==> config.mk <==
export PLATFORM = sky130hd
export DESIGN_NAME = moore_saida
export DESIGN_NICKNAME = d
export VERILOG_FILES = /design/src/rtl/moore_saida.sv
export SDC_FILE = /design/constraint.sdc
export NUM_CORES = 1
export LEC_CHECK = 0
export BUFFER_PORTS_ARGS = -buffer_cell sky130_fd_sc_hd__buf_2
export CORE_ASPECT_RATIO = 2
export CORE_MARGIN = 2
export CORE_UTILIZATION = 55
export CTS_BUF_LIST = sky130_fd_sc_hd__clkbuf_8 sky130_fd_sc_hd__clkbuf_16
export CTS_CLUSTER_DIAMETER = 80
export CTS_CLUSTER_SIZE = 12
export DETAILED_ROUTE_END_ITERATION = 16
export PLACE_DENSITY = 0.8
export SYNTH_ARGS = -nofsm -noshare
export SYNTH_HDL_FRONTEND = slang
export SYNTH_SLANG_ARGS = --single-unit
==> constraint.sdc <==
create_clock -name CLK -period 2.58 [get_ports CLK]
set_clock_uncertainty 0.05 [all_clocks]
set_input_delay 0.129 -clock CLK [delete_from_list [all_inputs] [get_ports CLK]]
set_output_delay 0.129 -clock CLK [all_outputs]
set_load 0.02 [all_outputs]
==> src/rtl/moore_saida.sv <==
// Moore output stage of the up/down digit counter: registers the current state,
// drives the active-low seven-segment display, flags and blinks the sticky error state, and counts wraps.
module moore_saida #(
    parameter int BLINK_DIV = 25000000
) (
    input  logic       CLK,
    input  logic       RST,
    input  logic [3:0] PROX,
    output logic [3:0] ATUAL,
    output logic [6:0] HEX,
    output logic       ERRO,
    output logic [3:0] VOLTAS
);

    typedef enum logic [3:0] {
        ST_A = 4'd0, ST_B = 4'd1, ST_C = 4'd2, ST_D = 4'd3, ST_E = 4'd4,
        ST_F = 4'd5, ST_G = 4'd6, ST_H = 4'd7, ST_I = 4'd8, ST_J = 4'd9
    } state_t;

    localparam logic [25:0] BLINK_LAST = 26'(BLINK_DIV - 1);
    localparam logic [6:0]  SEG_ERR    = 7'b0000110;
    localparam logic [6:0]  SEG_BLANK  = 7'b1111111;
    localparam logic [6:0]  SEG_ZERO   = 7'b1000000;

    state_t      state_r, next_s;
    logic [6:0]  hex_r, hex_nx_s;
    logic        erro_r;
    logic [3:0]  voltas_r, voltas_nx_s;
    logic [25:0] blink_cnt_r, blink_cnt_nx_s;
    logic        blank_r, blank_nx_s;

    function automatic logic [6:0] seg_of(input state_t st);
        case (st)
            ST_A:    seg_of = 7'b1000000;
            ST_B:    seg_of = 7'b1111001;
            ST_C:    seg_of = 7'b0100100;
            ST_D:    seg_of = 7'b0110000;
            ST_E:    seg_of = 7'b0011001;
            ST_F:    seg_of = 7'b0010010;
            ST_G:    seg_of = 7'b0000010;
            ST_H:    seg_of = 7'b1111000;
            ST_I:    seg_of = 7'b0000000;
            default: seg_of = SEG_BLANK;
        endcase
    endfunction

    // Next state, and the display/blink/wrap values that go with it
    always_comb begin
        next_s         = state_r;
        hex_nx_s       = hex_r;
        blank_nx_s     = blank_r;
        blink_cnt_nx_s = 26'd0;
        voltas_nx_s    = voltas_r;
        if (state_r == ST_J) begin
            next_s = ST_J;
            if (blink_cnt_r == BLINK_LAST) begin
                blink_cnt_nx_s = 26'd0;
                blank_nx_s     = ~blank_r;
            end else begin
                blink_cnt_nx_s = blink_cnt_r + 26'd1;
                blank_nx_s     = blank_r;
            end
            hex_nx_s = blank_nx_s ? SEG_BLANK : SEG_ERR;
        end else begin
            // Out-of-range or unknown codes fall through to the error state
            case (PROX)
                4'd0, 4'd1, 4'd2, 4'd3, 4'd4,
                4'd5, 4'd6, 4'd7, 4'd8, 4'd9: next_s = state_t'(PROX);
                default:                      next_s = ST_J;
            endcase
            blank_nx_s = 1'b0;
            if (next_s == ST_J) begin
                hex_nx_s = SEG_ERR;
            end else begin
                hex_nx_s = seg_of(next_s);
            end
            if ((state_r == ST_I) && (next_s == ST_A)) begin
                voltas_nx_s = (voltas_r != 4'd15) ? voltas_r + 4'd1 : voltas_r;
            end else if ((state_r == ST_A) && (next_s == ST_I)) begin
                voltas_nx_s = (voltas_r != 4'd0) ? voltas_r - 4'd1 : voltas_r;
            end else begin
                voltas_nx_s = voltas_r;
            end
        end
    end

    // State and output registers, cleared asynchronously
    always_ff @(posedge CLK or posedge RST) begin
        if (RST) begin
            state_r     <= ST_A;
            hex_r       <= SEG_ZERO;
            erro_r      <= 1'b0;
            voltas_r    <= 4'd0;
            blink_cnt_r <= 26'd0;
            blank_r     <= 1'b0;
        end else begin
            state_r     <= next_s;
            hex_r       <= hex_nx_s;
            erro_r      <= (next_s == ST_J);
            voltas_r    <= voltas_nx_s;
            blink_cnt_r <= blink_cnt_nx_s;
            blank_r     <= blank_nx_s;
        end
    end

    assign ATUAL  = state_r;
    assign HEX    = hex_r;
    assign ERRO   = erro_r;
    assign VOLTAS = voltas_r;

endmodule

After elaboration in Yosys (flattened, before gate mapping)
Memory sizes are Yosys's and may differ from the RTL's.
Cells that the tools add are included.

word-level totals
  register bits = 43
  ROM bits = 112
  bits of input ports = 6
  output and inout bits = 16
  logic and storage cells = 54
  memories = 1

operators by class
  add/subtract/negate cells = 3
  equality and inequality tests = 17
  muxes and demuxes = 15
  bitwise logic cells = 2
  reduce and logical (&&, ||, !) cells = 10

memory list
  memory           words  bits a word  read ports  clocked after memory_dff  write ports  RTL line  text
  (no name shown)  16     7            1           0                         0            33        case (st)

operators by type and width
  kind                                                   number
  two-way mux 26 bit                                     2
  equality test 4 bit, second input constant             7
  two-way mux 4 bit                                      7
  adder 26 x 1 -> 26 bit, second input constant          1
  equality test 26 x 25 -> 1 bit, second input constant  1
  two-way mux 7 bit                                      3
  equality test 4 x 3 -> 1 bit, second input constant    4
  logical NOT 4 bit                                      3
  OR reduction 10 bit                                    1
  equality test 4 x 2 -> 1 bit, second input constant    2
  adder 4 x 1 -> 4 bit, second input constant            1
  equality test 4 x 1 -> 1 bit, second input constant    1
  inequality test 4 bit, second input constant           1
  AND reduction 4 bit                                    1
  nonzero test 2 bit                                     2
  nonzero test 4 bit                                     1
  subtractor 4 x 1 -> 4 bit, second input constant       1
  two-way mux 1 bit                                      3
  logical AND 1 bit                                      2
  inequality test 2 x 1 -> 1 bit, second input constant  1
  inverter 1 bit                                         2

Logic depth before layout (Yosys ltp)
Gate-level depths: netlist (run 1).

  word-level depth = 8
  gate-level depth with buffers = 12
  gate-level depth less buffers = 11

Least setup slack after synthesis (run 1)
Ideal clock, no wire load.

  path type = input port to flip-flop
  start = input PROX[2]
  end = register voltas_r[3], in the netlist VOLTAS[3]
  library setup time = 0.131 ns
  arrival = 2.767 ns
  required time = 2.399 ns
  path slack = -0.368 ns
  stages = 12
  buffers on the path = 1
  path through = clkbuf_1 -> or2_2 -> a21oi_1 -> ha_1 -> nor4b_1 -> nand3_1 -> ha_1 -> a21o_1 -> a21oi_1 -> mux2i_1 -> nand2_1 -> xnor2_1

between the ends
  cells in the longest elaborated chain, start to end = 8
  elaborated cells between the ends (all ways) = 22
  classes of those cells = 11 x eq/ne; 3 x mux; 8 x reduce/logical

RTL lines
  item                                                                                          RTL line  text
  from (decl)                                                                                   8         input logic [3:0] PROX,
  equality test 4 x 1 -> 1 bit (tied with other cells)                                          66        case (PROX)
  OR reduction 10 bit                                                                           66
  two-way mux 4 bit *                                                                           66
  two-way mux 4 bit *                                                                           54        if (state_r == ST_J) begin
  logical NOT 4 bit / equality test 4 bit (equally long branches)                               77, 79
  logical AND 1 bit (on tied branches)                                                          77, 79
  inequality test 2 x 1 -> 1 bit (no source line) / nonzero test 2 bit (equally long branches)  --
  AND reduction 4 bit (no source line)                                                          --
  to (signal assigned)                                                                          100       voltas_r <= voltas_nx_s;
  to (decl)                                                                                     28        logic [3:0] voltas_r, voltas_nx_s;

Mark *: on every way between the ends. The rest lies on a longest branch, timed or not. The select of a mux whose other input is x is not followed.
A chain may end at the register's enable or synchronous reset.

Final worst setup path (run 1)
  start = input PROX[1]
  end = register voltas_r[3], in the netlist VOLTAS[3]

The elaborated chain is that of the path after synthesis.

==> results of run 1 <==
[power by group]
group	internal [µW]	total [µW]	switching, µW
sequential	755	833	77.8
clock	240	463	223
combinational	182	464	282
total	1180	1760	583
[kinds of logic (layout without fill, tap and decap cells)]
group	after synthesis	after routing	synth area share, %
AND/OR/NAND/NOR	108	108	24.3
flip-flops	43	43	48.8
XOR/XNOR	26	26	10.3
AO/OA/AOI/OAI	22	22	5.78
buffers and inverters	15	47	3.51
adder cells (fa/ha/maj)	9	9	5.44
multiplexers	4	4	1.87
[synth_stat cells]
library cell	n	share of area (%)
a21oi_1	10	2.3
ha_1	8	4.5
or2_2	2	0.57
dfstp_2	1	1.2
nor4b_1	2	0.79
clkbuf_1	1	0.17
buf_2	2	0.45
nor2_1	37	6.3
fa_1	1	0.91
or4b_4	1	0.62
buf_6	2	1.0
mux2i_1	3	1.4
nor4_4	1	0.96
a211oi_1	1	0.34
a21boi_1	1	0.34
nand4_1	5	1.4
a21o_1	1	0.34
nor2b_1	2	0.57
o21a_1	3	1.0
nand2_1	22	3.7
nand3_1	12	2.7
mux2_2	1	0.51
nor4_1	4	1.1
and2_1	2	0.57
xor2_1	6	2.4
or3_1	2	0.57
o21ai_0	5	1.1
nand2b_1	3	0.85
nor3_1	6	1.4
inv_1	9	1.5
o31ai_1	1	0.34
dfrtp_1	42	48
buf_4	1	0.34
xnor2_1	20	7.9
and3_1	5	1.4
and4_1	2	0.79
[worst max path at each step]
stage / from / endpoint / slack [ps] / depth (start not counted)
5_1_grt: PROX[1] / VOLTAS[3] / 170 / 12
3_5_place_dp: PROX[1] / VOLTAS[3] / -7 / 12
3_3_place_gp: PROX[1] / VOLTAS[3] / 80 / 12
2_1_floorplan: PROX[2] / VOLTAS[3] / 9 / 12
6_report: PROX[1] / VOLTAS[3] / 320 / 12
4_1_cts: PROX[1] / VOLTAS[3] / 310 / 12
[routing by layer]
layer  up-vias  share of wire [%]
li1        819                  -
met1       812                 38
met2        22                 57
met3         9                2.1
met4         0                2.5
met5         -                  0
[per-stage QoR]
step	utilization, %	setup TNS [ps]	setup WS, ps	total power [µW]
6_report	66.2	0	316	1760
5_1_grt	66.2	0	175	1860
4_1_cts	66.2	0	307	1780
3_5_place_dp	63.3	-7.11	-7.11	1320
3_3_place_gp	63.3	0	77.2	1300
2_1_floorplan	-	0	8.94	1190
[state kept, by name (all words and copies together), names as in the netlist]
register,count
blank_r,1
blink_cnt_r,26
HEX,7
VOLTAS,4
ERRO,1
ATUAL,4
[cell type report]
cell class | instances | share of cell area [%]
Multi-Input combinational cell | 169 | 43.0
Sequential cell | 43 | 42.4
Timing Repair Buffer | 30 | 6.89
Clock buffer | 7 | 3.79
Tap cell | 51 | 2.51
Inverter | 9 | 1.33
Clock inverter | 1 | 0.148
[critical path, stage by stage]
cell and delay [ps]:
buf_2 110, or2_2 330, a21oi_4 190, ha_4 180, nor4b_4 250, nand3_1 150, ha_1 300, a21o_1 170
a21oi_1 180, mux2i_1 200, nand2_1 80, xnor2_1 130
==> results by group, run 1 <==
Detailed routing
  – Vias per Instance: around 5.4
  – Initial DRC Count: 16
  – Drt wl/cell: 13.6 µm
  – Pre-Repair DR Iteration Count: 4
  – DRC errors left: 0
  – Post-Route WL: 4210 µm
  – ANT nets after route: 0
  – Via Count: 1662

Floorplan
  – Die Y-Extent: 93.6 µm
  – Row count: 32
  – Die Span X: 48.8 µm
  – I/O pins: 22
  – Initial Utilization: 57.5%
  – DIE AREA: 4570 µm²
  – Core Area: between 3000 and 4000 µm²

Global routing
  – Grt met3 use: 3.51%
  – Grt met2 use: 38.5%
  – First-pass GRT wire length: ~7300 µm
  – Routing usage on met1: 22.4%
  – Vias in the first global route: 1663
  – Busiest metal layer after global routing: met2
  – GRT Overall Usage: around a fifth
  – Largest net degree at the start of global routing: 44
  – GRT overflow: 0
  – Initial antenna violation count: 0

Worst setup path
  – WP data arrival: approximately 2400 ps
  – Reg-to-Reg Start: ATUAL[0]
  – Critical Path Fanout Max: 6
  – Startpoint Class: input port
  – Critical Path Sink Type: flop
  – Crit path kind: in2reg
  – R2R depth: 8
  – Worst R2R Setup Slack: around 430 ps
  – Worst EP required: 2710 ps
  – Reg-to-Reg End: VOLTAS[3]

Finish
  – Layout cell share with drive strength beyond 1: ~17%
  – Area taken by multi-input logic gates: between 1000 and 1500 µm²
  – Finished Layout Cells: 310
  – Fill count: 331
  – Nets: 273
  – Most frequent cells in the layout: dfrtp_1 (42), nor2_1 (37), nand2_1 (22), buf_2 (21), xnor2_1 (20)
  – Most common cell after layout, fill and taps aside: dfrtp_1
  – Layout overhead on the synthesized area: 15.1%
  – Design Area, Final: between 2000 and 3000 µm²
  – Reg area: 1080 µm²
  – ANT cells: 0

STA
  – Hold_ws: about 59 ps
  – Max frequency: 442 MHz
  – Tightest Pin Transition: 520 ps
  – RSZ-0062 raised after global routing: false
  – Min cycle time layout: approximately 2300 ps
  – Period utilization: 87.8%
  – Final Slew Violations: 0
  – Setup violators final: 0
  – Slew Limit Headroom: ~65%
  – Final hold violations: 0

Clock tree
  – Num Clock Sinks: 43
  – Hold buffers post-CTS: 1
  – Maximum clock insertion buffer count: 2
  – CTS tree: done
  – Post-CTS Resized: 0
  – Clock transition at path regs: approximately 80 ps
  – Number of buffers created by CTS: 5
  – Clock latency on the worst-skew pair: 290 ps
  – Clk root buf: clkbuf_8
  – H-tree depth: 2
  – Setup Buffers After CTS: 0

Power
  – P_leak: approximately 0.0011 µW
  – Pwr Density: 692 nW/µm²
  – Peak supply drop: 0.701 mV

Placed design
  – IO Port Bufs: 21
  – Placed Area: 2430 µm²
  – DP Cell Count: between 300 and 400
  – Detail Placement HPWL: between 3000 and 4000 µm
  – Final Wtd Congestion: approximately 0.76

Yosys
  – #FFs+latches synth: 43
  – Syn nets: 242
  – Synth unique cells: 36
  – Synth warnings: 0
  – Mapped cell area: 2210 µm²
  – Register area share after synthesis: 48.8%
  – Synth Instances: 227
  – Mean post-synth cell area: a little under 10 µm²

Worst hold path
  – Worst Hold Endpoint: ATUAL[1]
  – Cell count of the worst hold path: 2
  – Hold Crit Class: in2reg
  – Min-delay src: PROX[1]

Run status
  – Status: finished clean

Job
  – Max-cap check violation count: 0
Power figures use the tool's default switching activity.
==> run 2, diff against run 1 <==
- clock period: 2.58 -> 2.8 ns (I/O delays scaled with it)
==> run 2 against run 1 <==
Effect of this change:
- hold slack got worse by 1.4 ps
- worst setup slack improved by 61 ps
- critical path depth did not move
- flip-flop and latch count did not move
- register-to-register slack improved by 80 ps
- power fell by 3.7%
- die area did not move
- sequential share of layout area rose by 0.57 points
- first-iteration DRC count rose by 13%
- clock power rose by 8.9%
- cell area fell by 1.3%
- final cell count fell by 0.97%
- critical endpoint unchanged
- largest power group unchanged
==> results by group, run 2 (synthesis gave the netlist of run 1 again) <==
Clock tree
  – CTS tree: done
  – H-tree depth: 2
  – Number of buffers created by CTS: 5
  – Num Clock Sinks: 43
  – Setup Buffers After CTS: 0
  – Maximum clock insertion buffer count: 2
  – Post-CTS Resized: 0
  – Clock transition at path regs: 80 ps
  – Clk root buf: clkbuf_8
  – Hold buffers post-CTS: 1
  – Clock latency on the worst-skew pair: 300 ps

Worst setup path
  – Worst path most repeated cell: ha_1
  – WP data arrival: roughly 2600 ps
  – Crit-path slowest cell: ha_1
  – Startpoint Class: input port
  – Worst R2R Setup Slack: 510 ps
  – Worst EP required: 2930 ps
  – Worst path cell trace: buf_2, or2_2, a21oi_2, ha_1, nor4b_2, nand3_1, ha_1, a21o_1, a21oi_1, mux2i_1, nand2_1, xnor2_1
  – Critical Path Fanout Max: 10
  – Critical path's top delay family: simple AND/OR/NAND/NOR gates
  – Critical Path Sink Type: flop
  – R2R depth: 8
  – Crit path kind: in2reg
  – Instance count on the critical path: 12
  – CP Buf/Inv Count: 1
  – Critical path's largest stage delay: between 300 and 400 ps

Detailed routing
  – Initial DRC Count: 18
  – Via Count: roughly 1700
  – Pre-Repair DR Iteration Count: 4
  – Vias per Instance: 5.44
  – Post-Route WL: between 4000 and 5000 µm
  – ANT nets after route: 0
  – Drt wl/cell: 14.3 µm
  – DRC errors left: 0

Placed design
  – Final Wtd Congestion: 0.774
  – Post-place setup slack: 59.7 ps
  – IO Port Bufs: 21
  – Detail Placement HPWL: around 3200 µm

Floorplan
  – Initial Utilization: between 50% and 60%
  – Row count: 32
  – Core Area: just under 4000 µm²
  – Die Y-Extent: 93.6 µm
  – Die Span X: approximately 50 µm
  – DIE AREA: approximately 4600 µm²
  – I/O pins: 22

STA
  – Slew Limit Headroom: 64.3%
  – Final Slew Violations: 0
  – Setup violators final: 0
  – Period utilization: slightly below 90%
  – Setup ws final: roughly 380 ps
  – RSZ-0062 raised after global routing: false
  – Setup TNS: 0 ps
  – Min cycle time layout: 2420 ps
  – Tightest Pin Transition: 536 ps
  – Max frequency: roughly 410 MHz
  – Final hold violations: 0

Finish
  – Nets: 270
  – Most common cell after layout, fill and taps aside: dfrtp_1
  – Most frequent cells in the layout: dfrtp_1 (42), nor2_1 (37), nand2_1 (22), buf_2 (21), xnor2_1 (20)
  – Max reg flops: 26
  – Layout overhead on the synthesized area: 13.6%
  – ANT cells: 0
  – Layout cell share with drive strength beyond 1: 16.4%
  – Largest register by flop count: blink_cnt_r

Power
  – Pwr Density: slightly below 700 nW/µm²
  – P_leak: 0.00113 µW
  – Peak supply drop: 0.597 mV

Global routing
  – Initial antenna violation count: 0
  – GRT Overall Usage: 21.6%
  – GRT overflow: 0
  – Vias in the first global route: 1744
  – Largest net degree at the start of global routing: 44
  – First-pass GRT wire length: 7550 µm

Job
  – Max-cap check violation count: 0

Worst hold path
  – Cell count of the worst hold path: 2
  – Hold Crit Class: in2reg

Run status
  – Status: finished clean
run 2: worst paths after layout:
| kind | from | to |
|---|---|---|
| max | PROX[2] | VOLTAS[3] |
| min | PROX[1] | ATUAL[1] |
| max reg2reg | ATUAL[0] | VOLTAS[3] |
| min reg2reg | blink_cnt_r[0] | blink_cnt_r[0] |
| max in group asynchronous | RST | HEX[6] |
| min in group asynchronous | RST | blink_cnt_r[3] |
run 2: per-stage QoR:
step / instance area [µm²] / hold WS (ps) / utilization [%] / total power (µW) / cells
finish: 2510 / 57.2 / 65.3 / 1700 / 307
global route: 2510 / 57.0 / 65.3 / 1790 / 307
CTS: 2510 / 58.7 / 65.3 / 1710 / 307
detailed placement: 2380 / 254 / 62.0 / 1210 / 298
global placement: 2380 / 246 / 62.0 / 1190 / 298
floorplan: 2220 / 216 / - / 1090 / 227
run 2: per-layer routing:
layer	share of wire, %	track usage [%]
met1	38	21.5
met2	58	41.7
met3	2.3	3.35
met4	2.4	11.4
met5	0	0
run 2: area by class of cell:
| cell class | instances | area (µm²) |
|---|---|---|
| multi-input combinational | 169 | 1060 |
| sequential | 43 | 1080 |
| fill | 344 | 1330 |
| clock inverter | 2 | 35.0 |
| clock buffer | 6 | 82.6 |
| timing repair buffer | 27 | 153 |
| tap | 51 | 63.8 |
| inverter | 9 | 33.8 |
run 2: power breakdown:
group	leakage [µW]	total (µW)	internal (µW)	switching, µW
sequential	0.000565	764	696	67.9
clock	0.0000612	504	289	215
combinational	0.000501	428	166	262
run 2: worst reg2reg max path, stage by stage (launching register included):
cell	delay (ps)
dfrtp_1	420
nor4b_2	390
nand3_1	220
ha_1	320
a21o_1	170
a21oi_1	180
mux2i_1	200
nand2_1	80
xnor2_1	150
==> run 3, diff against run 2 <==
- CTS_CLUSTER_DIAMETER: 80 -> default
- SETUP_SLACK_MARGIN: default -> 0.4
==> run 3 against run 2 <==
Effect of this change:
- maximum frequency grew 8.3%
- sequential share of layout area fell by 1.0 points
- via count is 0.42% lower
- worst setup slack better by 190 ps
- critical path depth down 2
- critical path type unchanged
- largest cell class is now multi-input combinational cells
==> results by group, run 3 (synthesis gave the netlist of run 1 again) <==
Placed design
  – Final Wtd Congestion: 0.810
  – IO Port Bufs: 21
  – Post-place setup slack: 187 ps
  – Detail Placement HPWL: 3080 µm

Worst hold path
  – Worst Hold Endpoint: ATUAL[0]
  – Min-delay src: PROX[0]
  – Hold Crit Class: in2reg
  – Cell count of the worst hold path: 3

Clock tree
  – CTS tree: done
  – Clock latency on the worst-skew pair: 300 ps
  – H-tree depth: 2
  – Num Clock Sinks: 43
  – Maximum clock insertion buffer count: 2
  – Number of buffers created by CTS: 5
  – Clk root buf: clkbuf_8
  – Clock transition at path regs: 80 ps

STA
  – RSZ-0062 raised after global routing: false
  – Setup ws final: 563 ps
  – Setup TNS: 0 ps
  – Tightest Pin Transition: a little over 500 ps
  – Min cycle time layout: 2240 ps
  – Slew Limit Headroom: 65.4%
  – Final hold violations: 0
  – Setup violators final: 0
  – Period utilization: 79.9%
  – Max frequency: 447 MHz
  – Final Slew Violations: 0

Worst setup path
  – Critical Path Fanout Max: 10
  – Startpoint Class: input port
  – R2R depth: 6
  – Worst EP required: a little under 3000 ps
  – Reg-to-Reg End: VOLTAS[1]
  – WP data arrival: 2370 ps
  – Worst R2R Setup Slack: a little under 700 ps
  – Crit path kind: in2reg
  – Critical Path Sink Type: flop
  – Reg-to-Reg Start: ATUAL[0]

Finish
  – ANT cells: 0
  – Max reg flops: 26
  – Most frequent cells in the layout: dfrtp_1 (42), nor2_1 (37), nand2_1 (22), xnor2_1 (20), buf_2 (20)
  – Nets: around 270
  – Layout overhead on the synthesized area: 16.4%
  – Layout cell share with drive strength beyond 1: 18.8%
  – Most common cell after layout, fill and taps aside: dfrtp_1
  – Fill count: 344
  – Largest register by flop count: blink_cnt_r

Global routing
  – First-pass GRT wire length: ~7500 µm
  – GRT overflow: 0
  – Busiest metal layer after global routing: met2
  – Grt met3 use: 2.88%
  – GRT Overall Usage: between 20% and 30%
  – Initial antenna violation count: 0
  – Largest net degree at the start of global routing: 44
  – Vias in the first global route: between 1500 and 2000
  – Routing usage on met1: between 20% and 30%
  – Grt met2 use: 40.4%

Power
  – Clock power frac: about a quarter
  – Pwr Density: 626 nW/µm²
  – Sw Pwr: 556 µW
  – Peak supply drop: just over 0.6 mV
  – Switch share: 34.6%
  – Reg power frac: around half
  – Internal power: 1050 µW
  – P_leak: 0.00114 µW
  – Combinational Power Share: 28.6%
  – Total power: 1610 µW

Floorplan
  – Initial Utilization: 57.5%
  – I/O pins: 22
  – Row count: 32
  – Die Span X: 48.8 µm
  – Die Y-Extent: about 94 µm
  – DIE AREA: 4570 µm²
  – Core Area: between 3000 and 4000 µm²

Detailed routing
  – Via Count: 1662
  – ANT nets after route: 0
  – Pre-Repair DR Iteration Count: 4
  – DRC errors left: 0
  – Vias per Instance: 5.34
  – Initial DRC Count: 20
  – Drt wl/cell: 14.0 µm
  – Post-Route WL: between 4000 and 5000 µm

Run status
  – Status: finished clean

Job
  – Max-cap check violation count: 0
[run 3: cell types whose count changed in the layout (fill, tap and decap cells not counted), moves of 2 or more]
cell and change:
buf_4 +4, ha_4 +3, inv_1 +2, ha_1 -3
[run 3: repair_timing]
action / 4_1_cts / 5_1_grt
hold endpoints to repair: 42 / 0
endpoints found under the setup margin: 0 / 1
hold buffers: 1 / 0
setup buffers: 0 / 6
gates resized for setup: 0 / 3
[run 3: cell type report]
class | count | area [µm²] | area share (%)
timing repair buffer | 31 | 185 | 7.20
clock buffer | 5 | 68.8 | 2.68
sequential | 43 | 1080 | 41.9
tap | 51 | 63.8 | 2.48
clock inverter | 3 | 12.5 | 0.487
multi-input combinational | 169 | 1130 | 43.9
inverter | 9 | 33.8 | 1.31
[run 3: layer usage]
metal,routed length [µm],share of wire (%)
met5,0,0
met1,1630,37
met2,2560,59
met4,99,2.3
met3,75,1.7
[run 3: worst max-delay path by stage]
stage / from / to / cells past startpoint / slack [ps]
6_report: PROX[2] / VOLTAS[1] / 10 / 560
2_1_floorplan: PROX[2] / VOLTAS[3] / 12 / 390
5_1_grt: PROX[2] / VOLTAS[3] / 12 / 380
3_3_place_gp: PROX[2] / VOLTAS[3] / 12 / 270
4_1_cts: PROX[2] / VOLTAS[3] / 12 / 470
3_5_place_dp: PROX[2] / VOLTAS[3] / 12 / 190
[run 3: power groups by stage]
stage | clock network (µW) | registers, µW | logic [µW]
after detailed placement | 0 | 780 | 439
final | 374 | 774 | 460
after floorplan | 0 | 845 | 261
after CTS | 381 | 767 | 442
after global placement | 0 | 776 | 430
after global routing | 404 | 789 | 505
[run 3: per-stage QoR]
| stage | hold slack (ps) | area, µm² | utilization (%) | instances |
|---|---|---|---|---|
| 2_1_floorplan | 208 | 2280 | - | 227 |
| 3_3_place_gp | 242 | 2410 | 62.6 | 296 |
| 3_5_place_dp | 258 | 2410 | 62.6 | 296 |
| 4_1_cts | 60.1 | 2500 | 65.0 | 305 |
| 5_1_grt | 61.2 | 2570 | 66.9 | 311 |
| 6_report | 59.3 | 2570 | 66.9 | 311 |
[run 3: worst max-delay path, stage by stage]
cell	delay, ps
clkbuf_4	160
or2_4	250
a21oi_4	230
ha_4	180
nor4b_4	270
nand3_2	150
buf_4	180
buf_4	130
fa_1	420
mux2_2	260
